$ cat config.mk
export PLATFORM = sky130hd
export DESIGN_NAME = fire_sequencer
export DESIGN_NICKNAME = d
export VERILOG_FILES = /design/src/rtl/fire_sequencer.sv
export SDC_FILE = /design/constraint.sdc
export NUM_CORES = 1
export LEC_CHECK = 0
export CAP_MARGIN = 10
export CELL_PAD_IN_SITES_DETAIL_PLACEMENT = 2
export CELL_PAD_IN_SITES_GLOBAL_PLACEMENT = 2
export CORE_AREA = 2 2 102 104
export CTS_CLUSTER_SIZE = 14
export DETAILED_ROUTE_END_ITERATION = 10
export DIE_AREA = 0 0 104 106
export PLACE_DENSITY = 0.88
export SLEW_MARGIN = 20
export SYNTH_ARGS = -nofsm -noshare
export SYNTH_HDL_FRONTEND = slang
export SYNTH_SLANG_ARGS = --single-unit
$ cat constraint.sdc
create_clock -name clk -period 8.1 [get_ports clk]
set_clock_uncertainty 0.1 [all_clocks]
set_input_delay 2.43 -clock clk [delete_from_list [all_inputs] [get_ports clk]]
set_output_delay 2.43 -clock clk [all_outputs]
set_load 0.01 [all_outputs]
$ cat src/rtl/fire_sequencer.sv
// fire_sequencer
//   Safety sequencer for a capacitor-discharge firing circuit. It debounces the
//   arm and fire buttons and steps through SAFE -> CHARGE -> ARMED -> FIRE ->
//   DUMP. Any abort, loss of load continuity or timeout discharges the
//   capacitor. A charge timeout, or a DUMP that never reaches the safe voltage,
//   latches FAULT until reset.
//
// Configuration macro:
//   SEQ_PWM_EN - when defined, pwm in FIRE is duty-modulated by a free-running
//                3-bit counter against iset, which is latched on FIRE entry.
//                When undefined, pwm is solid 1 in FIRE and iset is unused.
//
// Ports:
//   clk            in   system clock
//   reset          in   synchronous active-high reset
//   arm_button     in   raw arm button, active high
//   fire_button    in   raw fire button, active high
//   cont           in   load continuity present
//   lt3420_done    in   charger done
//   cap_volt       in   capacitor voltage ADC code (12 bit)
//   cap_volt_valid in   one-cycle strobe qualifying cap_volt
//   iset           in   fire duty setting (3 bit)
//   lt3420_charge  out  charger enable
//   pwm            out  fire switch drive
//   dump           out  discharge switch drive
//   arm_led        out  armed indicator
//   cont_led       out  continuity indicator (registered cont)
//   state          out  current state code (3 bit)
//   fault          out  sticky fault flag

module fire_sequencer #(
  parameter int unsigned DEBOUNCE       = 16,
  parameter logic [23:0] CHARGE_TIMEOUT = 24'd4800000,
  parameter logic [23:0] ARM_TIMEOUT    = 24'd14400000,
  parameter logic [23:0] FIRE_CYCLES    = 24'd48000,
  parameter logic [23:0] DUMP_MIN       = 24'd480000,
  parameter logic [11:0] V_TARGET       = 12'hC00,
  parameter logic [11:0] V_SAFE         = 12'h080
) (
  input  logic        clk,
  input  logic        reset,
  input  logic        arm_button,
  input  logic        fire_button,
  input  logic        cont,
  input  logic        lt3420_done,
  input  logic [11:0] cap_volt,
  input  logic        cap_volt_valid,
  input  logic [2:0]  iset,
  output logic        lt3420_charge,
  output logic        pwm,
  output logic        dump,
  output logic        arm_led,
  output logic        cont_led,
  output logic [2:0]  state,
  output logic        fault
);

  typedef enum logic [2:0] {
    StSafe   = 3'd0,
    StCharge = 3'd1,
    StArmed  = 3'd2,
    StFire   = 3'd3,
    StDump   = 3'd4,
    StFault  = 3'd5
  } state_e;

  // Debounce counter counts consecutive samples that disagree with the
  // accepted level; the DEBOUNCE-th such sample flips the level.
  localparam int unsigned   DbW    = (DEBOUNCE > 2) ? $clog2(DEBOUNCE) : 1;
  localparam logic [DbW-1:0] DbLast = DbW'(DEBOUNCE - 1);

  // Limits compared against "cycles spent in state including this one", which
  // needs two extra bits for the 4x dump limit and for a saturated timer + 1.
  localparam logic [25:0] ChargeLimit = {2'b00, CHARGE_TIMEOUT};
  localparam logic [25:0] ArmLimit    = {2'b00, ARM_TIMEOUT};
  localparam logic [25:0] FireLimit   = {2'b00, FIRE_CYCLES};
  localparam logic [25:0] DumpMinLim  = {2'b00, DUMP_MIN};
  localparam logic [25:0] DumpMaxLim  = {DUMP_MIN, 2'b00};

  // ---------------------------------------------------------------------------
  // Button synchronisers and debouncers; bit 0 = arm, bit 1 = fire
  // ---------------------------------------------------------------------------
  logic [1:0]          sync1_q, sync2_q;
  logic [1:0]          level_q, level_d;
  logic [1:0]          press_q, press_d;
  logic [1:0][DbW-1:0] db_cnt_q, db_cnt_d;

  always_comb begin
    level_d  = level_q;
    press_d  = '0;
    db_cnt_d = '0;
    for (int i = 0; i < 2; i++) begin
      if (sync2_q[i] != level_q[i]) begin
        if (db_cnt_q[i] == DbLast) begin
          level_d[i] = sync2_q[i];
          // Only a 0->1 acceptance is a press.
          press_d[i] = sync2_q[i];
        end else begin
          db_cnt_d[i] = db_cnt_q[i] + 1'b1;
        end
      end
    end
  end

  always_ff @(posedge clk) begin
    if (reset) begin
      sync1_q  <= '0;
      sync2_q  <= '0;
      level_q  <= '0;
      press_q  <= '0;
      db_cnt_q <= '0;
    end else begin
      sync1_q  <= {fire_button, arm_button};
      sync2_q  <= sync1_q;
      level_q  <= level_d;
      press_q  <= press_d;
      db_cnt_q <= db_cnt_d;
    end
  end

  logic arm_press, fire_press;
  assign arm_press  = press_q[0];
  assign fire_press = press_q[1];

  // ---------------------------------------------------------------------------
  // Sequencer state, timer and last-valid voltage
  // ---------------------------------------------------------------------------
  state_e      state_q, state_d;
  logic [23:0] timer_q, timer_d;
  logic [11:0] volt_q, volt_d;
  logic [25:0] elapsed;
  logic [11:0] volt_now;
  logic        volt_target_hit;

  // timer_q is 0 in the first cycle of a state, so elapsed is the number of
  // cycles spent in the state counting the current one.
  assign elapsed         = {2'b00, timer_q} + 26'd1;
  // A strobe arriving this cycle is the most recent valid reading.
  assign volt_now        = cap_volt_valid ? cap_volt : volt_q;
  assign volt_target_hit = cap_volt_valid && (cap_volt >= V_TARGET);
  assign volt_d          = volt_now;

  always_comb begin
    state_d = state_q;
    case (state_q)
      StSafe: begin
        if (arm_press && cont) state_d = StCharge;
      end
      StCharge: begin
        // Aborts win over completion so a dropped load never arms.
        if (!cont || arm_press) begin
          state_d = StDump;
        end else if (elapsed >= ChargeLimit) begin
          state_d = StFault;
        end else if (lt3420_done || volt_target_hit) begin
          state_d = StArmed;
        end
      end
      StArmed: begin
        if (!cont || arm_press || (elapsed >= ArmLimit)) begin
          state_d = StDump;
        end else if (fire_press) begin
          state_d = StFire;
        end
      end
      StFire: begin
        if (elapsed >= FireLimit) state_d = StDump;
      end
      StDump: begin
        if ((elapsed >= DumpMinLim) && (volt_now < V_SAFE)) begin
          state_d = StSafe;
        end else if (elapsed >= DumpMaxLim) begin
          state_d = StFault;
        end
      end
      StFault: begin
        state_d = StFault;
      end
      default: begin
        state_d = StFault;
      end
    endcase
  end

  always_comb begin
    if (state_d != state_q) begin
      timer_d = '0;
    end else if (&timer_q) begin
      timer_d = timer_q;
    end else begin
      timer_d = timer_q + 24'd1;
    end
  end

  // ---------------------------------------------------------------------------
  // Fire drive
  // ---------------------------------------------------------------------------
  logic pwm_d;

`ifdef SEQ_PWM_EN
  logic [2:0] cnt_q, cnt_d;
  logic [2:0] iset_q, iset_d;

  always_comb begin
    cnt_d  = cnt_q + 3'd1;
    iset_d = iset_q;
    if ((state_d == StFire) && (state_q != StFire)) iset_d = iset;
    // Compare against the counter value that will be live with the output.
    pwm_d  = (state_d == StFire) && (cnt_d < iset_d);
  end

  always_ff @(posedge clk) begin
    if (reset) begin
      cnt_q  <= '0;
      iset_q <= '0;
    end else begin
      cnt_q  <= cnt_d;
      iset_q <= iset_d;
    end
  end
`else
  logic unused_iset;
  assign unused_iset = ^iset;

  always_comb begin
    pwm_d = (state_d == StFire);
  end
`endif

  // ---------------------------------------------------------------------------
  // State register and registered Moore outputs (decoded from next state so
  // they change on the same edge as state)
  // ---------------------------------------------------------------------------
  logic charge_q, pwm_q, dump_q, arm_led_q, cont_led_q, fault_q;

  always_ff @(posedge clk) begin
    if (reset) begin
      state_q    <= StSafe;
      timer_q    <= '0;
      volt_q     <= 12'hFFF;
      charge_q   <= 1'b0;
      pwm_q      <= 1'b0;
      dump_q     <= 1'b1;
      arm_led_q  <= 1'b0;
      cont_led_q <= 1'b0;
      fault_q    <= 1'b0;
    end else begin
      state_q    <= state_d;
      timer_q    <= timer_d;
      volt_q     <= volt_d;
      charge_q   <= (state_d == StCharge);
      pwm_q      <= pwm_d;
      dump_q     <= (state_d == StSafe) || (state_d == StDump) || (state_d == StFault);
      arm_led_q  <= (state_d == StArmed) || (state_d == StFire);
      cont_led_q <= cont;
      fault_q    <= (state_d == StFault);
    end
  end

  assign lt3420_charge = charge_q;
  assign pwm           = pwm_q;
  assign dump          = dump_q;
  assign arm_led       = arm_led_q;
  assign cont_led      = cont_led_q;
  assign state         = state_q;
  assign fault         = fault_q;

endmodule

==> results.tsv, run 1 <==
stage	metric	value	unit
finish	Final nets	473	
clocking	CTS root buffer	clkbuf_8	
synthesis	synth top area cells	dfxtp_1 (29%), nand2_1 (6.6%), nor3_2 (5.4%)	
worst_setup_path	Slowest-stage cell, CP	or4_1	
synthesis	mapped cell area	3690	sq um
placed_design	Final Wtd Congestion	0.849	
synthesis	Cells after Synth	455	
routing	Initial DRC Count	203	
floorplan	Starting Density	0.369	
clocking	Reg clk slew, reported paths	110	ps
clocking	clk buf depth	2	
synthesis	post-synthesis register bit count	54	
synthesis	mux cell area share after synthesis	0.00813	
timing	fin. max-slew vios	0	
clocking	Clk Latency, worst-skew pair	320	ps
power_and_ir_drop	Leak	1.48	nW
placed_design	area post-placement	3880	sq um
clocking	post-CTS sizing	0	
floorplan	core area	10000	sq um
synthesis	commonest cells in the synthesized netlist	nand2_1 (65), dfxtp_1 (54), nor2_1 (34)	
worst_setup_path	Req. time, crit path	8230	ps
routing	drt first pass iters	4	
power_and_ir_drop	PwrDens	121	nW/um^2
worst_setup_path	sequence of cells on the critical path	ha_1, and3_1, nand3_1, or4_1, nand3_1, nor4_4, o31ai_1, a211oi_4, xnor2_2, buf_4, nor4b_2	
clocking	CTS tree	yes	
synthesis	area leader, netlist	dfxtp_1	
min_path	HP Class	flop to flop	
finish	Layout fillers	1167	
job	number of max-cap violations	0	
routing	Vias/cell	6.07	
worst_setup_path	Critical Path Most Common Cell	nand3_1	
routing	drt drc	0	
clocking	Post-CTS Setup Bufs	0	
timing	setup violators final	0	
synthesis	Simple-Gate Fraction of Synth Area	0.384	
global_routing	remaining global-route overflow	0	
placed_design	pre-CTS WS	3040	ps
floorplan	Die Area	11000	sq um
clocking	H-tree lvl count	2	
routing	Routed Antenna Nets	0	
finish	final std cells w/o fill	584	
floorplan	Die Ht	106	um
floorplan	row count	37	
timing	fmax	0.204	GHz
global_routing	GRT Util Overall	0.236	
floorplan	IO Count	31	
synthesis	Main synth FF type	dfxtp_1	
global_routing	initial antenna violation count	0	
worst_setup_path	CP endpoint kind	flop	
routing	Routed WL per cell	21.7	um
worst_setup_path	crit path DAT	5030	ps
timing	RSZ-0062 raised after global routing	no	
clocking	hold buffers post-CTS	0	
worst_setup_path	delay-heaviest family, CP	simple AND/OR/NAND/NOR gates	
synthesis	main combinational cell family by area after synthesis	simple AND/OR/NAND/NOR gates	
timing	PnR worst setup slack	3200	ps
synthesis	post-synthesis sequential area ratio	0.293	
power_and_ir_drop	Final Power	0.481	mW
timing	worst slew pin tran	1020	ps
synthesis	Post-synth EDFFs	0	
global_routing	largest net degree at the start of global routing	28	
synthesis	Post-Synth XOR/XNOR Area	0.0661	
finish	share of cells above drive strength 1	0.0960	
timing	post-route setup TNS	0	ps
clocking	Num CTS Buffers	5	
placed_design	DP HPWL	8930	um
timing	Hold Fails Final Rpt	0	
worst_setup_path	CP max stage delay	1050	ps
worst_setup_path	kind of critical path	flop to flop	
routing	final wirelength	12700	um
synthesis	most common cell in the netlist	nand2_1	
finish	final instance area	3980	sq um
global_routing	global-route wire length before repair	20900	um
floorplan	Chip Width	104	um
timing	final period utilization	0.605	
finish	area delta synth->final	7.66	%
timing	Slew headroom	0.317	
synthesis	syn avg cell area	8.11	sq um
timing	post-route minimum period	4900	ps
synthesis	Distinct cells, synth	67	
finish	utilization after layout	0.398	
synthesis	post-synthesis adder-cell area fraction	0.0163	
worst_setup_path	startpoint types	flop	
synthesis	async set-reset flop share out of synthesis	0	
placed_design	Port Buf Inserts	20	
power_and_ir_drop	VDD IR max	109	uV
status	outcome	finished, final reports clean	
synthesis	Net Count, Synth	481	
placed_design	Post-Place Cells	576	
synthesis	Yosys top cell area share	0.293	
synthesis	Synth warnings	0	
routing	Vias	3544	
worst_setup_path	WP buf/inv	1	
clocking	Sink Count	54	
worst_setup_path	CP Max Fanout	24	
global_routing	number of global-route vias before repair	3919	
synthesis	Compound-Gate Fraction of Synth Area	0.175	
finish	Antenna diodes	0	
timing	minimum hold slack	367	ps
[final cells by class]
type                       count  area (sq um)  area share
multi-input combinational    360          2400       0.604
inverter                       3          11.3     0.00283
sequential                    54          1080       0.272
clock buffer                   6          72.6      0.0183
clock inverter                 2          17.5     0.00441
timing repair buffer          23           223      0.0560
tap                          136           170      0.0428
[layer usage]
metal | global-route usage | share of wire
met5 | 0 | 0
met4 | 0.118 | 0.036
met3 | 0.0227 | 0.031
met2 | 0.413 | 0.51
met1 | 0.289 | 0.42
[logic make-up after synthesis]
group                    Yosys count
AO/OA/AOI/OAI                     85
XOR/XNOR                          27
adder cells (fa/ha/maj)            5
buffers and inverters             41
flip-flops                        54
multiplexers                       3
AND/OR/NAND/NOR                  240
[report_power, final]
part	leakage [nW]	total (mW)	internal [mW]	switching (mW)
sequential	0.438	0.282	0.271	0.0104
combinational	0.992	0.0406	0.0179	0.0227
clock	0.0458	0.159	0.0630	0.0961
[layout by cell type, fill, tap and decap left out, types with 3 or more instances in the layout]
master            n
nand2_1          65
dfxtp_1          54
nor2_1           34
nand3_1          20
nor3_1           20
nor3_2           20
clkdlybuf4s50_1  20
xnor2_1          16
o21ai_0          13
nor2b_1          12
and3_1           10
xor2_1           10
a21oi_1           9
o31ai_1           9
nand4b_1          8
a211o_1           7
nor4_1            7
nand4_1           6
nor3b_1           5
and2_1            5
a31oi_1           5
a41oi_1           5
clkbuf_8          5
and4_1            4
a211oi_1          4
nor4b_1           4
ha_1              4
inv_1             3
nand2b_1          3
or3_1             3
o211ai_1          3
or4_1             3
a22oi_1           3
mux2i_1           3
buf_4             3
[final timing paths]
kind	start	endpoint	slack, ps	cells past startpoint
worst min register to register	sync1_q[0]$_SDFF_PP0_	sync2_q[0]$_SDFF_PP0_	370	1
worst min-delay path	sync1_q[0]$_SDFF_PP0_	sync2_q[0]$_SDFF_PP0_	370	1
worst max-delay path	timer_q[0]$_SDFFE_PP0N_	timer_q[1]$_SDFFE_PP0N_	3200	11
worst max register to register	timer_q[0]$_SDFFE_PP0N_	timer_q[1]$_SDFFE_PP0N_	3200	11
[state kept, by name (all words and copies together) (netlist names)]
signal,count
dump,1
sync2_q,2
press_q,2
pwm,1
cont_led,1
lt3420_charge,1
db_cnt_q,8
arm_led,1
level_q,2
sync1_q,2
volt_q,5
state,3
fault,1
timer_q,24
Power figures use the tool's default switching activity.
==> inputs of run 2 (changes only) <==
--- a/config.mk
+++ b/config.mk
@@ -8,11 +8,11 @@
 export CAP_MARGIN = 10
 export CELL_PAD_IN_SITES_DETAIL_PLACEMENT = 2
 export CELL_PAD_IN_SITES_GLOBAL_PLACEMENT = 2
-export CORE_AREA = 2 2 102 104
+export CORE_AREA = 2 2 106 108
 export CTS_CLUSTER_SIZE = 14
 export DETAILED_ROUTE_END_ITERATION = 10
-export DIE_AREA = 0 0 104 106
-export PLACE_DENSITY = 0.88
+export DIE_AREA = 0 0 108 110
+export PLACE_DENSITY = 0.83
 export SLEW_MARGIN = 20
 export SYNTH_ARGS = -nofsm -noshare
 export SYNTH_HDL_FRONTEND = slang
==> constraint.sdc (replaced) <==
create_clock -name clk -period 4.6 [get_ports clk]
set_clock_uncertainty 0.1 [all_clocks]
set_input_delay 1.38 -clock clk [delete_from_list [all_inputs] [get_ports clk]]
set_output_delay 1.38 -clock clk [all_outputs]
set_load 0.01 [all_outputs]
==> run 2 against run 1 <==
Clock power rose by 74%. Global-route usage down 1.7 points. Die area up 7.8%. Cell count is 2.2% higher. Sequential power increased by 76%. Non-clock buffer count rose by 9. Clock-buffer cell count up 1. Critical path depth unchanged. Via count about the same. Wire length is 3.3% lower. Register-to-register slack worse by 2800 ps. Largest cell class unchanged. First-iteration DRC count down 41%.
==> results.tsv, run 2 (synthesis results as in run 1) <==
stage	metric	value	unit
status	outcome	finished, final reports clean	
floorplan	Die Area	11900	sq um
global_routing	GRT Util Overall	0.219	
worst_setup_path	CP endpoint kind	flop	
timing	post-route minimum period	4150	ps
placed_design	Port Buf Inserts	20	
worst_setup_path	Req. time, crit path	4740	ps
worst_setup_path	kind of critical path	flop to flop	
routing	final wirelength	12200	um
global_routing	initial antenna violation count	0	
timing	RSZ-0062 raised after global routing	no	
finish	most common cell after layout, fill and taps aside	nand2_1	
finish	area of the multi-input gates	2400	sq um
finish	most frequent cells in the layout	nand2_1 (65), dfxtp_1 (54), nor2_1 (34)	
power_and_ir_drop	Leak	1.53	nW
timing	fin. max-slew vios	0	
worst_setup_path	R2R Path End	timer_q[1]$_SDFFE_PP0N_	
finish	Register Area	1080	sq um
worst_setup_path	startpoint types	flop	
worst_setup_path	Worst Setup EP	timer_q[1]$_SDFFE_PP0N_	
worst_setup_path	CP Max Fanout	24	
timing	PnR worst setup slack	446	ps
min_path	HP Class	flop to flop	
routing	Vias/cell	5.94	
routing	drt drc	0	
clocking	Sink Count	54	
clocking	H-tree lvl count	2	
worst_setup_path	reg2reg setup slack	450	ps
power_and_ir_drop	Final Power	0.843	mW
global_routing	number of global-route vias before repair	3760	
finish	max FFs per register	24	
timing	Slew headroom	0.424	
timing	final period utilization	0.903	
timing	setup violators final	0	
placed_design	DP HPWL	9010	um
floorplan	row count	38	
routing	Routed Antenna Nets	0	
finish	final instance area	4070	sq um
job	number of max-cap violations	0	
clocking	Post-CTS Setup Bufs	0	
timing	post-route setup TNS	0	ps
floorplan	Chip Width	108	um
global_routing	largest net degree at the start of global routing	28	
worst_setup_path	Reg-to-Reg Start	timer_q[4]$_SDFFE_PP0N_	
clocking	clk buf depth	2	
timing	worst slew pin tran	857	ps
routing	drt first pass iters	5	
routing	Routed WL per cell	20.5	um
global_routing	remaining global-route overflow	0	
clocking	post-CTS sizing	0	
finish	Antenna diodes	0	
placed_design	pre-CTS WS	528	ps
routing	Initial DRC Count	120	
power_and_ir_drop	VDD IR max	217	uV
floorplan	core area	10700	sq um
floorplan	Starting Density	0.345	
power_and_ir_drop	PwrDens	207	nW/um^2
clocking	CTS root buffer	clkbuf_8	
worst_setup_path	worst setup path startpoint	timer_q[4]$_SDFFE_PP0N_	
timing	Hold Fails Final Rpt	0	
timing	fmax	0.241	GHz
floorplan	IO Count	31	
clocking	CTS tree	yes	
clocking	hold buffers post-CTS	0	
floorplan	Die Ht	110	um
finish	utilization after layout	0.381	
clocking	Num CTS Buffers	5	
finish	share of cells above drive strength 1	0.114	
worst_setup_path	R2R depth	11	
finish	Layout fillers	1253	
clocking	Reg clk slew, reported paths	90	ps
placed_design	Final Wtd Congestion	0.899	
finish	Top reg by flops	timer_q	
placed_design	area post-placement	3980	sq um
finish	Regs by FF count	timer_q (24), db_cnt_q (8), volt_q (5)	
worst_setup_path	crit path DAT	4290	ps
clocking	Clk Latency, worst-skew pair	310	ps
global_routing	global-route wire length before repair	20200	um
routing	Vias	3547	
finish	Final nets	482	
finish	area delta synth->final	10.3	%
==> run 2: cell count changes in the layout (fill, tap and decap cells not counted), sizes merged <==
cell / change
inv: -1
clkbuf: +1
buf: +9
==> run 2: layout make-up <==
cell class | count | share of cell area
Clock buffer | 7 | 0.0212
Clock inverter | 1 | 0.00123
Inverter | 3 | 0.00276
Multi-Input combinational cell | 360 | 0.589
Sequential cell | 54 | 0.265
Tap cell | 140 | 0.0430
Timing Repair Buffer | 32 | 0.0774
==> run 2: per-stage QoR <==
stage | hold WS, ps | instances
floorplan | 314 | 455
global placement | 324 | 589
detailed placement | 334 | 589
CTS | 364 | 597
global route | 381 | 597
finish | 360 | 597
==> run 2: per-layer routing <==
layer	global-route usage	vias to the layer above	share of wire
met5	0	-	0
met2	0.384	56	0.50
met1	0.286	1803	0.45
li1	-	1673	-
met4	0.0577	0	0.016
met3	0.0265	15	0.032
==> run 2: how the worst min path moves through the flow <==
stage,slack [ps],cells past startpoint,from,end
final,360,1,sync1_q[0]$_SDFF_PP0_,sync2_q[0]$_SDFF_PP0_
after global placement,320,1,sync1_q[1]$_SDFF_PP0_,sync2_q[1]$_SDFF_PP0_
after global routing,380,1,sync1_q[0]$_SDFF_PP0_,sync2_q[0]$_SDFF_PP0_
after CTS,360,1,sync1_q[0]$_SDFF_PP0_,sync2_q[0]$_SDFF_PP0_
after floorplan,310,1,sync1_q[0]$_SDFF_PP0_,sync2_q[0]$_SDFF_PP0_
after detailed placement,330,1,sync1_q[0]$_SDFF_PP0_,sync2_q[0]$_SDFF_PP0_
==> run 2: worst max-delay path: stages (launching register included) <==
cell and delay (ps):
dfxtp_1 600, nand4_4 350, nor4_4 530, xnor2_1 450, nand4b_1 260, o32ai_1 460
a211o_1 260, a22oi_1 130, a211oi_4 320, xnor2_2 120, buf_12 200, nor4b_2 260
==> run 2: power breakdown <==
group	leakage [nW]	total [mW]	switching, mW	internal [mW]
sequential	0.438	0.495	0.0181	0.477
combinational	1.04	0.0707	0.0381	0.0325
clock	0.0482	0.277	0.155	0.122
==> edit 1, RTL diff (flow settings as in run 1) <==
The option `SEQ_PWM_EN` is turned on by a define.
--- a/src/rtl/fire_sequencer.sv
+++ b/src/rtl/fire_sequencer.sv
@@ -28,6 +28,8 @@
 //   state          out  current state code (3 bit)
 //   fault          out  sticky fault flag
 
+`define SEQ_PWM_EN
+
 module fire_sequencer #(
   parameter int unsigned DEBOUNCE       = 16,
   parameter logic [23:0] CHARGE_TIMEOUT = 24'd4800000,
Function: no difference found for any inputs over 10 cycles, from zero or initial values and one cycle with reset high; that may be too few to reach the edited logic, so the function may still have changed.
==> edit 1 against run 1 <==
- design area increased by 16%
- sequential cell count increased by 6
- critical endpoint is now timer_q[21]$_SDFFE_PP0N_
- global-route usage increased by 3.1 points
- core utilization increased by 6.3 points
- largest cell class unchanged
- non-clock buffer count increased by 3
- die area unchanged
- first-iteration DRC count decreased by 5.4%
- wire length increased by 11%
- total power increased by 34%
- synthesized area increased by 11%
- setup slack got worse by 0.18 ns
==> edit 1: results (changes against run 1) <==
Drt
  – Met3 routed WL: 503 um (+27%)
  – Detailed Route WL: 14.09 mm (+11%)
  – DR iter-0 viols: 192 (-5.4%)
  – Vias per cell: 6.178 (+1.8%)
  – Met1 WL: 5.892 mm (+9.6%)
  – Top Layer Used: met4
  – Met2 WL: 7.249 mm (+13%)

Worst setup path
  – Crit Reg-Reg Startpoint: timer_q[1]$_SDFFE_PP0N_
  – CP peak stage delay: 0.63 ns (-0.42 ns)
  – R2r worst-path depth: 10 (-1)
  – CP Max Fanout: 17 (-29%)
  – CP max-delay cell: nor2_2
  – R2R Setup Slk: 3.35 ns (+0.15 ns)
  – End of the worst register-to-register path: timer_q[21]$_SDFFE_PP0N_

Synthesis
  – XOR/XNOR Fraction of Synth Area: 6.195% (-0.41 points)
  – Sequential share of the synthesized area: 29.30% (about the same)
  – Ranking of synthesized cells by area: dfxtp_1, nor2_1, nor4b_4, xnor2_1, nor4b_2
  – Post-synthesis compound-gate area fraction: 18.46% (+0.94 points)
  – Synth Net Count: 494 (+2.7%)
  – Multiplexer area fraction after synthesis: 2.502% (+1.7 points)
  – Cell variety after synth: 75 (+12%)
  – Top cells by count, synth: dfxtp_1, nor2_1, nand2_1
  – Adder-cell area share of the yosys netlist: 2.136% (+0.51 points)

Min path
  – HP Start: db_cnt_q[4]$_SDFF_PP0_
  – Worst Hold Path Cells: 1 (unchanged)
  – Hold Crit Endpoint: db_cnt_q[4]$_SDFF_PP0_

Global route
  – Global-route wire length before repair: 23.29 mm (+11%)
  – GRT Total Usage: 26.70% (+3.1 points)
  – GR Layer Usage met1: 32.49% (+3.6 points)
  – Met2 Use GR: 47.27% (+6.0 points)
  – Number of global-route vias before repair: 4170 (+6.4%)
  – Largest net degree at the start of global routing: 39 (+39%)
  – Grt met3 use: 4.353% (+2.1 points)

Layout
  – Clock buf/inv share: 3.991% (+1.7 points)
  – Sequential portion of the cell area: 26.07% (-1.1 points)
  – Nonclk inv count: 7 (+4)
  – Fin nets: 501 (+5.9%)
  – Comb_multi_in: 368 (+2.2%)
  – Buffers, non-clock: 26 (+13%)
  – Ant. Diodes: 0 (unchanged)
  – Layout non-clock buf frac: 6.354% (+0.75 points)
  – Fillers: 1119 (-4.1%)
  – Clock buffer count: 10 (+4)
  – Fraction of area in multi-input gates: 59.33% (-1.0 points)
  – Share of layout cells above drive strength 1: 13.63% (+4.0 points)

Placement
  – PortBufs: 23 (+15%)
  – DP HPWL: 9.932 mm (+11%)
  – Pre-CTS setup slack: 2.586 ns (-0.4518 ns)
  – GP Congestion: 0.8964 (+5.6%)

Clock network
  – CTS H-tree depth: 3 (+1)
  – PostCTS Resize Cnt: 0 (unchanged)
  – Clk sink count: 60 (+11%)
  – CTS buffer count: 9 (+4)
  – Reg clk slew, reported paths: 0.08 ns (-0.03 ns)

Timing
  – Slew HR: 47.45% (+16 points)

Run status
  – Status: finished, final reports clean

Pwr
  – Cell leakage power: 0.001645 uW (+11%)
  – VDD IR max: 0.1031 mV (-5.2%)
-- edit 1: cell count changes after synthesis, moves of 5 or more --
cell	change
a31oi_1	+8
dfxtp_1	+6
mux2i_1	+5
nand2_1	-38
nand4b_1	-7
nor2_1	+20
nor3_2	-18
nor3b_1	-5
nor4b_2	+8
nor4b_4	+7
o31ai_1	-5
-- edit 1: how the worst max path moves through the flow --
stage / slack, ns / end / cells past startpoint / from
6_report: 3.02 / timer_q[21]$_SDFFE_PP0N_ / 8 / cont
4_1_cts: 2.88 / timer_q[21]$_SDFFE_PP0N_ / 9 / cap_volt_valid
3_5_place_dp: 2.59 / timer_q[21]$_SDFFE_PP0N_ / 9 / cap_volt_valid
5_1_grt: 2.85 / timer_q[18]$_SDFFE_PP0N_ / 8 / cont
3_3_place_gp: 2.63 / timer_q[10]$_SDFFE_PP0N_ / 9 / cap_volt_valid
2_1_floorplan: 3.85 / pwm$_SDFF_PP0_ / 8 / cont
-- edit 1: metrics by stage --
step	utilization (%)	instance area, sq um	cells	hold WS (ns)	total power (uW)
after detailed placement	43.97	4397	596	0.3390	380.1
after CTS	45.81	4581	612	0.3584	648.1
after global routing	46.08	4608	613	0.3761	672.2
after floorplan	-	4100	465	0.3138	356.7
after global placement	43.69	4369	595	0.3161	374.5
final	46.08	4608	613	0.3519	647.0
-- edit 1: logic make-up after synthesis --
family	after synthesis
muxes	10
AOI/OAI and AO/OA	97
xor gates and xnor gates	29
DFF	60
adders and majority gates	7
buffers and inverters	37
and+or+nand+nor	225
-- edit 1: power by group --
group          total [uW]  leakage (uW)  switching, uW  internal, uW
logic                65.9       0.00107           36.1          29.8
clock network         270     0.0000893            148           122
registers             311      0.000487           9.40           302
==> edit 2, RTL diff (settings of run 1) <==
Without the edit above. Put one more register stage on the output `arm_led`, with the module's reset. The value now appears one clock later. The other outputs are not delayed to match.
--- a/src/rtl/fire_sequencer.sv
+++ b/src/rtl/fire_sequencer.sv
@@ -260,7 +260,13 @@
   assign lt3420_charge = charge_q;
   assign pwm           = pwm_q;
   assign dump          = dump_q;
-  assign arm_led       = arm_led_q;
+  always_ff @(posedge clk) begin
+    if (reset) begin
+      arm_led <= '0;
+    end else begin
+      arm_led <= arm_led_q;
+    end
+  end
   assign cont_led      = cont_led_q;
   assign state         = state_q;
   assign fault         = fault_q;
Function: same outputs for any inputs over 10 cycles, from zero or initial values and one cycle with reset high; that may be too few to reach the edited logic, so the function may still have changed.
==> edit 2 against run 1 <==
- count of clock-buffer cells in the layout stayed put
- fmax is 1.6% lower
- setup slack worse by 0.082 ns
- sequential cell count is 1 higher
- wire length is 22% lower
- non-clock buffer count stayed put
- critical path depth is 3 lower
- total power is 2.9% lower
- combinational power is 36% lower
- synthesized area is 8.9% lower
- design area is 6.6% lower
==> edit 2: results (changes against run 1) <==
Run status
  – Status: finished, final reports clean

Placement
  – DP HPWL: 7.087 mm (-21%)
  – Pre-CTS setup slack: 2.749 ns (-0.2890 ns)

Pwr
  – Cell leakage power: 0.001237 uW (-16%)
  – Fraction of power spent switching nets: 25.20% (-1.6 points)

Worst setup path
  – R2R Setup Slk: 3.65 ns (+0.45 ns)
  – CP max-delay cell: clkdlybuf4s50_1
  – CP peak stage delay: 0.62 ns (-0.43 ns)
  – End of the worst register-to-register path: timer_q[4]$_SDFFE_PP0N_

Timing
  – Slew HR: 33.48% (+1.8 points)

Global route
  – Largest net degree at the start of global routing: 27 (-3.6%)
  – GR Layer Usage met1: 23.10% (-5.8 points)
  – Number of global-route vias before repair: 3194 (-18%)
  – Grt met3 use: 2.575% (+0.31 points)
  – GRT Total Usage: 18.32% (-5.2 points)

Synthesis
  – Cell variety after synth: 71 (+6.0%)
  – Sequential share of the synthesized area: 32.73% (+3.4 points)
  – Synth Instances: 369 (-19%)
  – Post-synthesis compound-gate area fraction: 21.68% (+4.2 points)
  – Adder-cell area share of the yosys netlist: 1.488% (-0.14 points)
  – Synth Net Count: 395 (-18%)

Drt
  – DR vias: 2913 (-18%)
  – DR iter-0 viols: 119 (-41%)
  – Drt wl/cell: 19.18 um (-12%)
  – Met2 WL: 5.028 mm (-22%)

Layout
  – Final Instance Count excl. Fillers: 512 (-12%)

Min path
  – HP Start: sync1_q[1]$_SDFF_PP0_
  – Hold Crit Endpoint: sync2_q[1]$_SDFF_PP0_
-- edit 2: changes by cell type in the layout (fill, tap and decap cells not counted), moves of 5 or more --
cell,delta
nand2_1,-40
nor2_1,-11
nor3_2,-11
a211oi_2,+9
nor3_1,-9
o21ai_0,-7
nand4b_1,-6
a41oi_1,-5
nor3b_1,-5
o31ai_1,-5
-- edit 2: power by group through the flow --
stage | sequential (uW) | clock [uW] | combinational, uW
global placement | 285 | 0 | 24.6
floorplan | 284 | 0 | 17.7
CTS | 279 | 168 | 26.2
finish | 279 | 162 | 25.9
global route | 280 | 181 | 28.3
detailed placement | 285 | 0 | 26.1
-- edit 2: area by class of cell --
cell class              instances  area, sq um
flip-flops and latches         55         1101
well taps                     136        170.2
multi-input cells             283         2102
clock inverters                 2        16.27
fillers                      1119         6289
inverters                       7        26.28
clock buffers                   6        72.57
repair buffers                 23        222.7
